File: src/rtl/chi_pkg.sv
`default_nettype none
// ============================================================================
// Module      : chi_pkg
// Description : Shared CHI constants for the Home Node: flit width, channel
//               credit limits, node IDs, HN opcodes and the TX pipe states.
// Revision    : 1.0 - initial release
// ============================================================================
package chi_pkg;

    localparam int CHI_FLIT_W  = 128;

    localparam int REQ_MAX_CRD = 15;
    localparam int RSP_MAX_CRD = 15;
    localparam int DAT_MAX_CRD = 15;

    localparam logic [6:0] NID_RN1 = 7'd1;
    localparam logic [6:0] NID_RN2 = 7'd2;
    localparam logic [6:0] NID_RN3 = 7'd3;
    localparam logic [6:0] NID_RN4 = 7'd4;
    localparam logic [6:0] NID_RNX = 7'h7F;
    localparam logic [6:0] NID_SN  = 7'd8;

    // Opcodes the HN emits
    localparam logic [5:0] HN_TX_SNP_SHARED      = 6'h01;
    localparam logic [5:0] HN_TX_SNP_UNIQUE      = 6'h07;
    localparam logic [5:0] HN_TX_SNP_CLEAN_INV   = 6'h09;
    localparam logic [5:0] HN_TX_READ_NO_SNP     = 6'h04;
    localparam logic [5:0] HN_TX_WRITE_NO_SNP_F  = 6'h1D;
    localparam logic [3:0] HN_TX_RSP_COMP        = 4'h4;
    localparam logic [3:0] HN_TX_RSP_COMP_DBID   = 4'h5;
    localparam logic [3:0] HN_TX_RSP_RETRY_ACK   = 4'h3;
    localparam logic [3:0] HN_TX_DAT_COMP_DATA   = 4'h4;

    // Opcodes the HN receives
    localparam logic [5:0] HN_RX_READ_SHARED     = 6'h01;
    localparam logic [5:0] HN_RX_READ_UNIQUE     = 6'h07;
    localparam logic [5:0] HN_RX_CLEAN_UNIQUE    = 6'h0B;
    localparam logic [5:0] HN_RX_WRITE_BACK_FULL = 6'h1B;
    localparam logic [3:0] HN_RX_RSP_SNP_RESP    = 4'h1;
    localparam logic [3:0] HN_RX_RSP_COMP_ACK    = 4'h2;
    localparam logic [3:0] HN_RX_DAT_CB_WR_DATA  = 4'h2;
    localparam logic [3:0] HN_RX_DAT_SNP_RESP_D  = 4'h1;

    typedef enum logic [1:0] {
        TX_IDLE      = 2'd0,
        TX_PEND      = 2'd1,
        TX_SEND      = 2'd2,
        TX_SEND_PEND = 2'd3
    } tx_state_e;

    function automatic logic tx_state_has_pend(input tx_state_e st);
        return (st == TX_PEND) || (st == TX_SEND_PEND);
    endfunction

    function automatic logic tx_state_has_send(input tx_state_e st);
        return (st == TX_SEND) || (st == TX_SEND_PEND);
    endfunction

endpackage
`default_nettype wire

File: src/rtl/chi_tx_scheduler_rr_arbiter.sv
`default_nettype none
// ============================================================================
// Module      : rr_arbiter
// Description : Combinational round-robin arbiter; scans upward from ptr and
//               grants the first requester (one-hot), wrapping at NUM_SRC.
// Revision    : 1.0 - initial release
// ============================================================================
module rr_arbiter #(
    parameter int NUM_SRC = 4,
    parameter int PTR_W   = $clog2(NUM_SRC)
) (
    input  logic [NUM_SRC-1:0] req,
    input  logic [PTR_W-1:0]   ptr,
    output logic [NUM_SRC-1:0] grant
);

    localparam logic [PTR_W:0] N_EXT = (PTR_W+1)'(NUM_SRC);

    logic [PTR_W:0] slot;
    logic           found;

    always_comb begin
        grant = '0;
        found = 1'b0;
        slot  = '0;
        for (int k = 0; k < NUM_SRC; k++) begin
            slot = {1'b0, ptr} + (PTR_W+1)'(k);
            if (slot >= N_EXT) begin
                slot = slot - N_EXT;
            end
            if (!found && req[slot[PTR_W-1:0]]) begin
                grant[slot[PTR_W-1:0]] = 1'b1;
                found                  = 1'b1;
            end
        end
    end

endmodule
`default_nettype wire

File: src/rtl/chi_tx_scheduler.sv
`default_nettype none
// ============================================================================
// Module      : chi_tx_scheduler
// Description : Round-robin, credit-gated scheduler of CHI flits onto one HN
//               TX channel, with FLITPEND issued one cycle ahead of FLITV.
// Revision    : 1.0 - initial release
// ============================================================================
module chi_tx_scheduler
    import chi_pkg::*;
#(
    parameter int NUM_SRC = 4,
    parameter int FLIT_W  = CHI_FLIT_W,
    parameter int MAX_CRD = REQ_MAX_CRD,
    parameter int CRD_W   = 4
) (
    input  logic                      clk,
    input  logic                      rst,
    input  logic                      link_en,
    input  logic [NUM_SRC-1:0]        src_valid,
    input  logic [NUM_SRC*FLIT_W-1:0] src_flit,
    output logic [NUM_SRC-1:0]        src_grant,
    output logic                      TX_FLITPEND,
    output logic                      TX_FLITV,
    output logic [FLIT_W-1:0]         TX_FLIT_128,
    input  logic                      TX_LCRDV,
    output logic [CRD_W-1:0]          crd_cnt,
    output logic                      crd_ovf
);

    localparam int               PTR_W    = (NUM_SRC > 1) ? $clog2(NUM_SRC) : 1;
    localparam logic [CRD_W-1:0] CRD_MAX  = CRD_W'(MAX_CRD);
    localparam logic [PTR_W-1:0] PTR_LAST = PTR_W'(NUM_SRC - 1);

    tx_state_e          state_q, state_d;
    logic [PTR_W-1:0]   rr_ptr_q, rr_ptr_d;
    logic [CRD_W-1:0]   crd_cnt_q, crd_cnt_d;
    logic               crd_ovf_q, crd_ovf_d;
    logic [FLIT_W-1:0]  pipe_flit_q, pipe_flit_d;
    logic [FLIT_W-1:0]  out_flit_q, out_flit_d;

    logic               can_grant;
    logic               grant_any;
    logic [NUM_SRC-1:0] arb_req;
    logic [NUM_SRC-1:0] arb_grant;
    logic [PTR_W-1:0]   win_idx;
    logic [FLIT_W-1:0]  win_flit;
    logic               pend_now;

    // A credit returned this very cycle is usable immediately.
    assign can_grant = link_en && ((crd_cnt_q != '0) || TX_LCRDV);
    assign arb_req   = can_grant ? src_valid : '0;

    rr_arbiter #(
        .NUM_SRC (NUM_SRC),
        .PTR_W   (PTR_W)
    ) u_rr_arbiter (
        .req   (arb_req),
        .ptr   (rr_ptr_q),
        .grant (arb_grant)
    );

    assign grant_any = |arb_grant;

    always_comb begin
        win_idx  = '0;
        win_flit = '0;
        for (int i = 0; i < NUM_SRC; i++) begin
            if (arb_grant[i]) begin
                win_idx  = PTR_W'(i);
                win_flit = src_flit[i*FLIT_W +: FLIT_W];
            end
        end
    end

    always_comb begin
        rr_ptr_d = rr_ptr_q;
        if (grant_any) begin
            rr_ptr_d = (win_idx == PTR_LAST) ? '0 : win_idx + 1'b1;
        end
    end

    // Credits are debited at grant time so the slot is reserved for the flit.
    always_comb begin
        crd_cnt_d = crd_cnt_q;
        crd_ovf_d = crd_ovf_q;
        case ({TX_LCRDV, grant_any})
            2'b10: begin
                if (crd_cnt_q == CRD_MAX) begin
                    crd_ovf_d = 1'b1;
                end else begin
                    crd_cnt_d = crd_cnt_q + 1'b1;
                end
            end
            2'b01:   crd_cnt_d = crd_cnt_q - 1'b1;
            default: crd_cnt_d = crd_cnt_q;
        endcase
    end

    // State tracks which of the two pipe stages hold a flit.
    always_comb begin
        state_d = state_q;
        case (state_q)
            TX_IDLE:      state_d = grant_any ? TX_PEND      : TX_IDLE;
            TX_PEND:      state_d = grant_any ? TX_SEND_PEND : TX_SEND;
            TX_SEND:      state_d = grant_any ? TX_PEND      : TX_IDLE;
            TX_SEND_PEND: state_d = grant_any ? TX_SEND_PEND : TX_SEND;
            default:      state_d = TX_IDLE;
        endcase
    end

    assign pend_now = tx_state_has_pend(state_q);

    always_comb begin
        pipe_flit_d = grant_any ? win_flit    : pipe_flit_q;
        out_flit_d  = pend_now  ? pipe_flit_q : out_flit_q;
    end

    always_ff @(posedge clk or posedge rst) begin
        if (rst) begin
            state_q     <= TX_IDLE;
            rr_ptr_q    <= '0;
            crd_cnt_q   <= '0;
            crd_ovf_q   <= 1'b0;
            pipe_flit_q <= '0;
            out_flit_q  <= '0;
        end else begin
            state_q     <= state_d;
            rr_ptr_q    <= rr_ptr_d;
            crd_cnt_q   <= crd_cnt_d;
            crd_ovf_q   <= crd_ovf_d;
            pipe_flit_q <= pipe_flit_d;
            out_flit_q  <= out_flit_d;
        end
    end

    assign src_grant   = arb_grant;
    assign TX_FLITPEND = pend_now;
    assign TX_FLITV    = tx_state_has_send(state_q);
    assign TX_FLIT_128 = out_flit_q;
    assign crd_cnt     = crd_cnt_q;
    assign crd_ovf     = crd_ovf_q;

endmodule
`default_nettype wire

File: config.mk
export PLATFORM = sky130hd
export DESIGN_NAME = chi_tx_scheduler
export DESIGN_NICKNAME = d
export VERILOG_FILES = /design/src/rtl/chi_pkg.sv /design/src/rtl/chi_tx_scheduler_rr_arbiter.sv /design/src/rtl/chi_tx_scheduler.sv
export SDC_FILE = /design/constraint.sdc
export NUM_CORES = 1
export LEC_CHECK = 0
export CORE_AREA = 5 5 251 253
export CTS_BUF_LIST = sky130_fd_sc_hd__clkbuf_2 sky130_fd_sc_hd__clkbuf_4 sky130_fd_sc_hd__clkbuf_8
export CTS_CLUSTER_DIAMETER = 50
export DETAILED_ROUTE_END_ITERATION = 6
export DIE_AREA = 0 0 256 258
export GPL_ROUTABILITY_DRIVEN = 0
export GPL_TIMING_DRIVEN = 0
export SYNTH_ARGS = -nofsm -noshare
export SYNTH_HDL_FRONTEND = slang
export SYNTH_SLANG_ARGS = --single-unit
File: constraint.sdc
create_clock -name clk -period 30.5 [get_ports clk]
set_input_delay 7.625 -clock clk [delete_from_list [all_inputs] [get_ports clk]]
set_output_delay 7.625 -clock clk [all_outputs]
set_load 0.01 [all_outputs]
# [Word level (Yosys, flattened, before mapping)]
# Index checks and enable logic that the tools add are counted.
[op_classes] n_addsub=10 mul=0 div_mod_pow=0 order_cmp=12 eq_ne=8 n_shift=0 muxes=41 bitwise_logic=3 reduce_logical=22
[op_table] cell="$mux W128" count=4
[op_table] cell="$mux W4" count=6
[op_table] cell="$mux W1" count=14
[op_table] cell="$mux W2" count=7
[op_table] cell="$lt A2 B3 Y1 const B" count=4
[op_table] cell="$or A4 B4 Y4" count=3
[op_table] cell="$ge A3 B3 Y1 const B" count=3
[op_table] cell="$bmux W1 S2" count=4
[op_table] cell="$demux W1 S2" count=4
[op_table] cell="$eq A2 B2 Y1 const B" count=4
[op_table] cell="$ge A2 B1 Y1 const B" count=4
[op_table] cell="$logic_and A1 B1 Y1" count=8
[op_table] cell="$pmux W4 S2" count=1
[op_table] cell="$sub A2 B1 Y2 const B" count=4
[op_table] cell="$add A2 B2 Y3 const B" count=2
[op_table] cell="$add A4 B1 Y4 const B" count=1
[op_table] cell="$eq A2 B1 Y1 const B" count=2
[op_table] cell="$eq A4 B4 Y1 const B" count=1
[op_table] cell="$pmux W2 S2" count=1
[op_table] cell="$reduce_and A2 Y1" count=2
[op_table] cell="$reduce_bool A4 Y1" count=1
[op_table] cell="$reduce_or A2 Y1" count=2
[op_table] cell="$reduce_or A4 Y1" count=1
[op_table] cell="$sub A4 B1 Y4 const B" count=1
[op_table] cell="other kinds (8)" count=12
[totals] register_bits=265 latch_bits=0 mem_bits_rw=0 mem_bits_ro=0 inputBits=520 out_inout_bits=139 elab_cells=102 mem_count=0

# [Logic depth before layout (Yosys ltp)]
[logic_depth] word_depth=21 ltp_mapped=17 depth_no_buf=14

# [Hierarchy]
# Synthesis repeated with hierarchy kept, for this count alone.
[unflattened] cells_unflattened=1357 area_unflattened_um2=14181.1
[by_module_without_submodules] module="chi_tx_scheduler" n_inst=1 cells_each=1327 area_per_inst_um2=13878.3 seq_area_each_um2=6631.4
[by_module_without_submodules] module="rr_arbiter" n_inst=1 cells_each=30 area_per_inst_um2=302.8 seq_area_each_um2=0.0

# [Worst setup path after synthesis]
# Ideal clock, no wire load.
[synth_timing] path_kind="input port to output port" from="input TX_LCRDV" to="output src_grant[3]" t_arrival_ps=9201 required_time_ps=22875 setup_slack_ps=13674 path_stages=7 path_buffers=2 path_cell_list="buf_2 -> or4_1 -> o21ai_4 -> a21oi_2 -> a221oi_2 -> inv_2 -> clkbuf_1"
[synth_between] elab_chain_cells=15 word_cells_on_any_way=27 cone_classes="mux: 16; bitwise: 3; reduce/logical: 8"
[synth_lines] element="start, declared" line_no="chi_tx_scheduler.sv:25" source="input logic TX_LCRDV,"
[synth_lines] element="$logic_or A1 B1 Y1 (*)" line_no="chi_tx_scheduler.sv:50" source="assign can_grant = link_en && ((crd_cnt_q != '0) || TX_LCRDV);"
[synth_lines] element="$logic_and A1 B1 Y1 (*)" line_no="chi_tx_scheduler.sv:50"
[synth_lines] element="$mux W4 (*)" line_no="chi_tx_scheduler.sv:51" source="assign arb_req = can_grant ? src_valid : '0;"
[synth_lines] element="$bmux W1 S2" line_no="chi_tx_scheduler_rr_arbiter.sv:31" source="if (!found && req[slot[PTR_W-1:0]]) begin"
[synth_lines] element="$mux W1 (implied by the code)" line_no="chi_tx_scheduler_rr_arbiter.sv:31"
[synth_lines] element="$mux W1" line_no="chi_tx_scheduler_rr_arbiter.sv:31"
[synth_lines] element="$logic_not A1 Y1" line_no="chi_tx_scheduler_rr_arbiter.sv:31"
[synth_lines] element="$logic_and A1 B1 Y1" line_no="chi_tx_scheduler_rr_arbiter.sv:31"
[synth_lines] element="$mux W1" line_no="chi_tx_scheduler_rr_arbiter.sv:31"
[synth_lines] element="$logic_not A1 Y1" line_no="chi_tx_scheduler_rr_arbiter.sv:31"
[synth_lines] element="$logic_and A1 B1 Y1" line_no="chi_tx_scheduler_rr_arbiter.sv:31"
[synth_lines] element="$mux W1" line_no="chi_tx_scheduler_rr_arbiter.sv:31"
[synth_lines] element="$logic_not A1 Y1" line_no="chi_tx_scheduler_rr_arbiter.sv:31"
[synth_lines] element="$logic_and A1 B1 Y1" line_no="chi_tx_scheduler_rr_arbiter.sv:31"
[synth_lines] element="$mux W4 (*)" line_no="chi_tx_scheduler_rr_arbiter.sv:31"
[synth_lines] element="end, declared" line_no="chi_tx_scheduler.sv:21" source="output logic [NUM_SRC-1:0] src_grant,"
# Mark *: on every way between the ends. The rest lies on a longest branch, timed or not. The select of a mux whose other input is x is not followed.

# [Worst setup path in the final report]
[layout_timing] from="input src_valid[0]" to="output src_grant[3]"
[layout_between] elab_chain_cells=13 word_cells_on_any_way=25 cone_classes="mux: 16; bitwise: 3; reduce/logical: 6"
[layout_lines] element="start, declared" line_no="chi_tx_scheduler.sv:19" source="input logic [NUM_SRC-1:0] src_valid,"
[layout_lines] element="$mux W4 (*)" line_no="chi_tx_scheduler.sv:51"
[layout_lines] element="$bmux W1 S2" line_no="chi_tx_scheduler_rr_arbiter.sv:31"
[layout_lines] element="$mux W1 (implied by the code)" line_no="chi_tx_scheduler_rr_arbiter.sv:31"
[layout_lines] element="$mux W1" line_no="chi_tx_scheduler_rr_arbiter.sv:31"
[layout_lines] element="$logic_not A1 Y1" line_no="chi_tx_scheduler_rr_arbiter.sv:31"
[layout_lines] element="$logic_and A1 B1 Y1" line_no="chi_tx_scheduler_rr_arbiter.sv:31"
[layout_lines] element="$mux W1" line_no="chi_tx_scheduler_rr_arbiter.sv:31"
[layout_lines] element="$logic_not A1 Y1" line_no="chi_tx_scheduler_rr_arbiter.sv:31"
[layout_lines] element="$logic_and A1 B1 Y1" line_no="chi_tx_scheduler_rr_arbiter.sv:31"
[layout_lines] element="$mux W1" line_no="chi_tx_scheduler_rr_arbiter.sv:31"
[layout_lines] element="$logic_not A1 Y1" line_no="chi_tx_scheduler_rr_arbiter.sv:31"
[layout_lines] element="$logic_and A1 B1 Y1" line_no="chi_tx_scheduler_rr_arbiter.sv:31"
[layout_lines] element="$mux W4 (*)" line_no="chi_tx_scheduler_rr_arbiter.sv:31"
# Marks and branches as above.

==> key figures <==
Status
  • Outcome: complete, no violations

Route
  • Mean number of vias per cell: 4.58
  • DRC Markers: 0
  • Wire length per cell: 21.4 um
  • Via count: between 10000 and 15000
  • Pre-antenna DRT Iters: 4
  • Drt first-iter violations: 610
  • DRT antenna net count: 0
  • Drt total wl: slightly below 60000 um

Timing
  • Clock Skews: ~28 ps
  • Final Setup Violations: 0
  • RSZ-0062 raised after global routing: false
  • Final Cycle Share: ~60%
  • Tmin final: 18410 ps
  • Hold Vio Cnt, Final: 0
  • Relative slew margins: 23.0%
  • Setup TNS Final: 0 ps
  • Final worst setup slack: 12090 ps
  • Slew Limit Fails: 0
  • Worst-margin pin slew: 1150 ps
  • Max Fclk: 54.3 MHz

Worst setup path
  • Critical path required time: 22880 ps
  • Startpoint types: input pin
  • Cell Chain, Critical Path: clkdlybuf4s50_1 -> mux4_2 -> or3b_1 -> a21oi_1 -> a221oi_2 -> inv_2 -> clkbuf_1 -> clkdlybuf4s50_1
  • R2r setup slk: 26380 ps
  • CP bufs+invs: 4
  • CP Max Fanout: 10
  • CP max stage cell: clkdlybuf4s50_1
  • Most frequent cell on the critical path: clkdlybuf4s50_1
  • CP startpoint: src_valid[0]
  • Top delay family on crit path: buffers and inverters
  • Slowest stage delay, CP: 670 ps
  • Worst setup EP type: output pin
  • RR Startpoint: rr_ptr_q[1]
  • CP arrival: 10790 ps
  • Setup CP Type: input pin to output pin

Synth
  • Synth Register Bits: around 270
  • Mapped Nets: around 1800
  • Synth area leader: dfrtp_1
  • Post-synthesis xor/xnor area fraction: less than 1%
  • Synth Area in Adders: less than 1%
  • Synth warn: 0
  • Syn_area_per_cell: 11.6 um2
  • Top post-synthesis cells by area: dfrtp_1 (47%), a221oi_2 (12%), mux2_2 (10%)
  • Largest family of logic cells by synthesized area: compound AO/OA/AOI/OAI gates
  • Synth cell types: 51
  • Mux share of post-synthesis cell area: a little over a tenth
  • Post-Syn Area: approximately 14000 um2
  • Synthesized-area fraction occupied by and/or/nand/nor cells: about 8.9%
  • Register area share after synthesis: between 40% and 50%
  • Synth top area share: 46.8%
  • Top_reg_cell synth: dfrtp_1
  • Cells after synthesis: 1224
  • FFs w/ async S/R, synth: 100%
  • Compound-Gate Fraction of Synth Area: 26.4%
  • Post-synth EDFFs: 0

GRT
  • Busiest grt layer: met2
  • Initial antenna violation count: 3
  • Global-route met2 utilization: 30.2%
  • Number of global-route vias before repair: 14100
  • Met1 GRT Util: 20.2%
  • Total track usage: 17.2%
  • Largest net degree at the start of global routing: about 130
  • Grt ovf: 0
  • First-pass GRT wire length: 88100 um
  • Routing usage on met3: 5.52%

Final layout
  • Final cell count without fillers: ~2800
  • Area Overhead vs Synth: 61.3%
  • Fraction of layout cells with a size suffix above 1: 24.9%
  • Layout Utilization: 37.6%
  • Post-layout nets: 2462
  • Commonest non-fill, non-tap cell in the layout: clkdlybuf4s50_1
  • Most frequent cells in the layout: clkdlybuf4s50_1 (657), dfrtp_1 (265), nor2_1 (130)

CTS
  • CTS tree: built
  • Clk_lat worst skew: around 600 ps
  • Resized Gates After CTS: 0
  • Post-CTS Setup Repair Bufs: 0
  • H-tree Lvls: 2
  • TritonCTS buffer count: 50
  • CTS root buf: clkbuf_8
  • Max clock buf depth: 3
  • Sink Count: 265
  • Post-CTS Hold Buffers: 0
  • Worst-path clk slew: 60 ps

Power
  • Worst vdd ir: 0.0425 mV
  • Pleak: 10.1 nW
  • Pwr Density: around 110 nW/um2

Min path
  • Worst hold path class: flip-flop to flip-flop
  • Hold Crit Start: crd_ovf

Placement
  • Port Buffer Count: ~660
  • Placed cells: 2673
  • DP Wirelength: between 40000 and 50000 um
  • DP Worst Slack: 12070 ps

Die
  • Initial Util: 23.3%
  • Chip Width: 256 um
  • DIE AREA: 66000 um2
  • Site Rows: 91
  • Placeable Area: a little over 60000 um2
  • Die height: 258 um
  • # IOs: 659

Flow run
  • Max_cap viols: 0
[cell families (layout without fill, tap and decap cells)]
family                     count (synthesis)  after routing
AOI/OAI and AO/OA                        410            410
and+or+nand+nor                          286            286
DFF                                      265            265
muxes                                    135            135
buffers and inverters                    118            864
adders and majority gates                  7              7
xor gates and xnor gates                   3              3
other                                      0              2
[final cells by class]
class                   instances  area, um2
fillers                      6048      37900
multi-input cells             841       6650
flip-flops and latches        265       6630
repair buffers                659       6630
well taps                     790        988
clock buffers                  76        965
plain buffers                 103        838
clock inverters                11       86.3
inverters                      15       63.8
diodes                          2       5.00
[Yosys cell counts, types with 12 or more instances]
| cell type | n |
|---|---|
| a21o_1 | 91 |
| mux2_2 | 128 |
| nand2_1 | 98 |
| a221oi_2 | 113 |
| buf_2 | 12 |
| a21o_2 | 37 |
| o21ai_1 | 120 |
| buf_4 | 12 |
| a221oi_1 | 18 |
| nand2_2 | 39 |
| nor2_1 | 130 |
| clkbuf_1 | 42 |
| dfrtp_1 | 265 |
| buf_12 | 15 |
[worst min-delay path, cell delays in order (launching register included)]
cell     delay, ps
dfrtp_1        340
inv_1           40
o31ai_1         50
[power breakdown]
group          internal (mW)  switching (mW)
Sequential             0.547           0.102
Clock                  0.209           0.152
Combinational          0.737           0.735
[routing by layer]
layer	vias up	part of all wire (%)
met1	6178	40
met2	460	50
met4	2	2.7
met5	-	0.017
met3	93	7.4
li1	5917	-
[state kept, by name, summed over array words and instances (netlist names)]
signal       flops
state_q          2
crd_cnt          4
pipe_flit_q    128
rr_ptr_q         2
crd_ovf          1
TX_FLIT_128    128
[worst paths after layout]
path,endpoint,cells after the start
max in group asynchronous,rr_ptr_q[0],3
setup reg to reg,crd_cnt[2],16
setup / recovery,src_grant[3],8
hold reg to reg,crd_ovf,2
min in group asynchronous,TX_FLIT_128[59],2
hold / removal,crd_ovf,2
[metrics by stage]
step / total power [mW] / hold WS, ps / cell area [um2]
5_1_grt: 2.67 / 487 / 22900
4_1_cts: 2.53 / 471 / 22900
2_1_floorplan: 1.57 / 445 / 14200
3_3_place_gp: 2.13 / 452 / 21700
3_5_place_dp: 2.15 / 456 / 21800
6_report: 2.48 / 467 / 22900
No activity file was read; power rests on OpenSTA's default activity.
